===== src/rtl/bin_to_bcd_seq.sv =====
// Sequential double-dabble binary-to-BCD converter, one input bit per SHIFT cycle.
// Define BCD_LZ_BLANK_EN to produce the leading-zero blank mask; otherwise blank is tied to 0.
module bin_to_bcd_seq #(
    parameter int unsigned WIDTH  = 32,
    parameter int unsigned DIGITS = 10
) (
    input  logic                  clk,
    input  logic                  rst,
    input  logic                  start,
    input  logic [WIDTH-1:0]      bin_in,
    output logic                  ready,
    output logic                  valid,
    output logic [4*DIGITS-1:0]   bcd_out,
    output logic [DIGITS-1:0]     blank
);

    localparam int unsigned CW = $clog2(WIDTH + 1);

    typedef enum logic [1:0] {IDLE, SHIFT, DONE} state_t;

    state_t              state_q, state_d;
    logic [WIDTH-1:0]    sr_q, sr_d;
    logic [4*DIGITS-1:0] dig_q, dig_d;
    logic [4*DIGITS-1:0] adj;
    logic [CW-1:0]       cnt_q, cnt_d;
    logic [4*DIGITS-1:0] bcd_q, bcd_d;
    logic                valid_q, valid_d;

    // Add-3 correction on every digit that would overflow past 9 after doubling.
    always_comb begin
        adj = dig_q;
        for (int k = 0; k < int'(DIGITS); k++) begin
            if (dig_q[4*k +: 4] >= 4'd5) begin
                adj[4*k +: 4] = dig_q[4*k +: 4] + 4'd3;
            end
        end
    end

    always_comb begin
        state_d = state_q;
        sr_d    = sr_q;
        dig_d   = dig_q;
        cnt_d   = cnt_q;
        bcd_d   = bcd_q;
        valid_d = 1'b0;
        case (state_q)
            IDLE: begin
                if (start) begin
                    sr_d    = bin_in;
                    dig_d   = '0;
                    cnt_d   = CW'(WIDTH);
                    state_d = SHIFT;
                end
            end
            SHIFT: begin
                dig_d = {adj[4*DIGITS-2:0], sr_q[WIDTH-1]};
                sr_d  = {sr_q[WIDTH-2:0], 1'b0};
                cnt_d = cnt_q - CW'(1);
                if (cnt_q == CW'(1)) begin
                    state_d = DONE;
                end
            end
            DONE: begin
                bcd_d   = dig_q;
                valid_d = 1'b1;
                state_d = IDLE;
            end
            default: begin
                state_d = IDLE;
            end
        endcase
    end

    always_ff @(posedge clk) begin
        if (rst) begin
            state_q <= IDLE;
            sr_q    <= '0;
            dig_q   <= '0;
            cnt_q   <= '0;
            bcd_q   <= '0;
            valid_q <= 1'b0;
        end else begin
            state_q <= state_d;
            sr_q    <= sr_d;
            dig_q   <= dig_d;
            cnt_q   <= cnt_d;
            bcd_q   <= bcd_d;
            valid_q <= valid_d;
        end
    end

    assign ready   = (state_q == IDLE);
    assign valid   = valid_q;
    assign bcd_out = bcd_q;

`ifdef BCD_LZ_BLANK_EN
    logic [DIGITS-1:0] blank_q;
    logic [DIGITS-1:0] lz;
    logic              allZero;

    // Scan from the most significant digit down; the units digit is never blanked.
    always_comb begin
        lz      = '0;
        allZero = 1'b1;
        for (int k = int'(DIGITS) - 1; k >= 1; k--) begin
            allZero = allZero & (dig_q[4*k +: 4] == 4'd0);
            lz[k]   = allZero;
        end
    end

    always_ff @(posedge clk) begin
        if (rst) begin
            blank_q <= '0;
        end else if (state_q == DONE) begin
            blank_q <= lz;
        end
    end

    assign blank = blank_q;
`else
    assign blank = '0;
`endif

endmodule


===== config.mk =====
export PLATFORM = sky130hd
export DESIGN_NAME = bin_to_bcd_seq
export DESIGN_NICKNAME = d
export VERILOG_FILES = /design/src/rtl/bin_to_bcd_seq.sv
export SDC_FILE = /design/constraint.sdc
export NUM_CORES = 1
export LEC_CHECK = 0
export ABC_AREA = 1
export CAP_MARGIN = 20
export CORE_ASPECT_RATIO = 0.7
export CORE_UTILIZATION = 30
export CTS_BUF_LIST = sky130_fd_sc_hd__clkbuf_16
export DETAILED_ROUTE_END_ITERATION = 16
export PLACE_DENSITY = 0.47
export SYNTH_ARGS = -nofsm -noshare
export SYNTH_HDL_FRONTEND = slang
export SYNTH_SLANG_ARGS = --single-unit

===== constraint.sdc =====
create_clock -name clk -period 1.52 [get_ports clk]
set_input_delay 0.304 -clock clk [delete_from_list [all_inputs] [get_ports clk]]
set_output_delay 0.304 -clock clk [all_outputs]
set_load 0.03 [all_outputs]

==> results by group <==
Power and ir drop
  – Pwr per Cell Area: 1110 mW/mm^2
  – Logic gate share of total power: 0.090
  – Worst vdd ir: 0.502 mV
  – Leakage: 3.02 nW
  – Clock power share: 0.477
  – Switching Fraction: 0.253
  – Pint: 0.00574 W
  – Share of power burned in registers: 0.433
  – Switching Power: 0.00194 W

GRT
  – Vias in the first global route: 4610
  – First-pass GRT wire length: 22.1 mm
  – Pin count of the biggest net entering global routing: 44
  – Initial antenna violation count: 0
  – All-Layer GR Usage: 0.148
  – Overflow after GRT: 0

Cells and area
  – Layout Nets: 879
  – Syn-to-layout area delta: 26.9%
  – Layout cells sized above 1: 0.0635
  – Design area: 0.00694 mm^2
  – Antenna diodes: 0
  – Non-filler cells, final: 1065

Critical path
  – Worst EP arrival: 1170 ps
  – Crit-path leading delay family: buffers and inverters
  – Startpoint Class: flop
  – WP data required: 1220 ps
  – CP Cell Sequence: clkdlybuf4s15_1
  – CP endpoint kind: output pin
  – Slowest stage cell, crit path: clkdlybuf4s15_1
  – Crit-path max FO: 2
  – CP bufs+invs: 1
  – CP Class: flop to output pin
  – Largest stage delay on the critical path: 390 ps

Yosys
  – Seq/Total Area, Yosys: 0.443
  – Post-Syn Instances: 750
  – Ys flop type: dfxtp_1
  – Synth warn: 0
  – Yosys cell types: 24
  – Number of synthesized flops with an enable pin: 0
  – Post-synth top area share: 0.443
  – Synthesized flop and latch total: 121
  – Ranking of synthesized cells by area: dfxtp_1, nand2_1, a21oi_1
  – Syn Area/Cell: 7.30 um^2
  – Synth async-reset ratio: 0
  – Mapped Area: 0.00547 mm^2
  – Area leader, netlist: dfxtp_1

Clocking
  – CTS Buf Count: 17
  – Clock Tree Buf Depth: 2
  – Hold buffer count at CTS: 0
  – CTS tree: built
  – CTS root buffer: clkbuf_16
  – Worst skew pair latency: 410 ps
  – Postcts setup bufs: 0
  – Clock-pin slew on the worst setup and hold paths: 60 ps
  – H-tree level count: 4
  – Clk sinks: 121

STA
  – Setup TNS Final: 0 ps
  – Highest Clock Rate: 680 MHz
  – Max Slew Vio Count: 0
  – Unrepaired setup endpoints after global routing: no
  – Final setup viols: 0
  – Final Cycle Share: 0.968
  – Clock Skew: 9.24 ps
  – Hold Slack: 147 ps
  – Final min period: 1470 ps
  – Final setup margin: 48.5 ps
  – Final Hold Fails: 0

Run status
  – Outcome: finished clean

Floorplan
  – Starting Density: 0.312
  – Core Rows: 40
  – Die width: 163 um
  – Die height: 115 um
  – # IOs: 87
  – Die area: 0.0188 mm^2
  – Core area: 0.0175 mm^2

Drt
  – Routed WL per cell: 12.5 um
  – Via count: 5013
  – Initial DRC count: 274
  – Vias/cell: 4.71
  – First-pass iteration count of the detailed router: 4
  – Routed Antenna Nets: 0
  – Post-route DRC: 0
  – Total Routed Length: 13.3 mm

Min path
  – HP Class: input pin to flop

Placed design
  – Port bufs: 76
  – GP Congestion: 0.770
  – Placement-stage cell area: 0.00646 mm^2
  – Dpl cells: 1034
  – Final HPWL DP: 8.98 mm
  – Dpl ws: -72.5 ps

Run
  – Number of max-capacitance violations reported: 0
==> through the flow <==
| step | power, W | util |
|---|---|---|
| floorplan | 0.00385 | - |
| detailed placement | 0.00410 | 0.369 |
| global route | 0.00803 | 0.396 |
| global placement | 0.00409 | 0.369 |
| CTS | 0.00780 | 0.397 |
| finish | 0.00768 | 0.396 |
==> cell families (layout without fill, tap and decap cells) <==
family,Yosys count,in the layout,synth area share
adders and majority gates,22,22,0.0503
DFF,121,121,0.443
other,1,10,0.000685
AOI/OAI and AO/OA,152,152,0.150
buffers and inverters,110,185,0.0924
and+or+nand+nor,344,344,0.264
==> registers in the layout, indices dropped and copies added, names as in the netlist <==
name	cells
state_q	2
sr_q	32
cnt_q	6
dig_q	40
bcd_out	40
valid	1
==> metal layers <==
metal / global-route usage / part of all wire / wire length [um] / vias to the layer above
li1: - / - / - / 2626
met1: 0.206 / 0.53 / 7090 / 2281
met2: 0.219 / 0.41 / 5500 / 95
met3: 0.0411 / 0.045 / 597 / 11
met4: 0.0480 / 0.0089 / 118 / 0
met5: 0 / 0 / 0 / -
==> final cells by class <==
class	count	area, um^2
clock buffers	17	425
clock inverters	14	111
fillers	1787	10600
inverters	63	236
multi-input cells	528	2580
flip-flops and latches	121	2420
well taps	231	289
repair buffers	91	875
==> cells in the final DEF (no fill, tap or decap), drive strengths merged, types with 2 or more instances in the layout <==
cell type	count
nand2	221
dfxtp	121
a21oi	74
inv	62
nand3	53
o21ai	43
nor2	36
dlygate4sd2	35
clkdlybuf4s50	33
nand4	31
a31oi	22
ha	22
clkbuf	19
buf	17
conb	10
o211ai	9
clkinvlp	8
clkinv	6
clkdlybuf4s15	4
nor3	3
o22ai	2
==> worst paths after layout <==
path              cells past startpoint     endpoint  slack, ps   startpoint
setup / recovery                      1  bcd_out[33]         50  bcd_out[33]
hold reg to reg                       2    dig_q[33]        460    dig_q[33]
hold / removal                        2     sr_q[28]        150          rst
setup reg to reg                      7     sr_q[14]        150   state_q[0]
==> cells in the mapped netlist, types with 9 or more instances <==
library cell  number
a21oi_1           74
a31oi_1           22
buf_4             23
clkbuf_1          18
dfxtp_1          121
ha_1              22
inv_1             58
nand2_1          220
nand3_1           53
nand4_1           31
nor2_1            34
o211ai_1           9
o21ai_0           43
==> timing repair <==
item | in CTS | in global routing
hold endpoints to repair | 0 | 0
resized for setup | 42 | 7
endpoints found under the setup margin | 41 | 6
pin swaps | 0 | 0
==> power by group through the flow <==
stage          combinational (W)  clock, W  sequential, W
6_report                0.000689   0.00366        0.00332
2_1_floorplan           0.000441         0        0.00341
3_3_place_gp            0.000698         0        0.00339
3_5_place_dp            0.000706         0        0.00339
4_1_cts                 0.000698   0.00378        0.00332
5_1_grt                 0.000771   0.00392        0.00334
No activity file was read; power rests on OpenSTA's default activity.
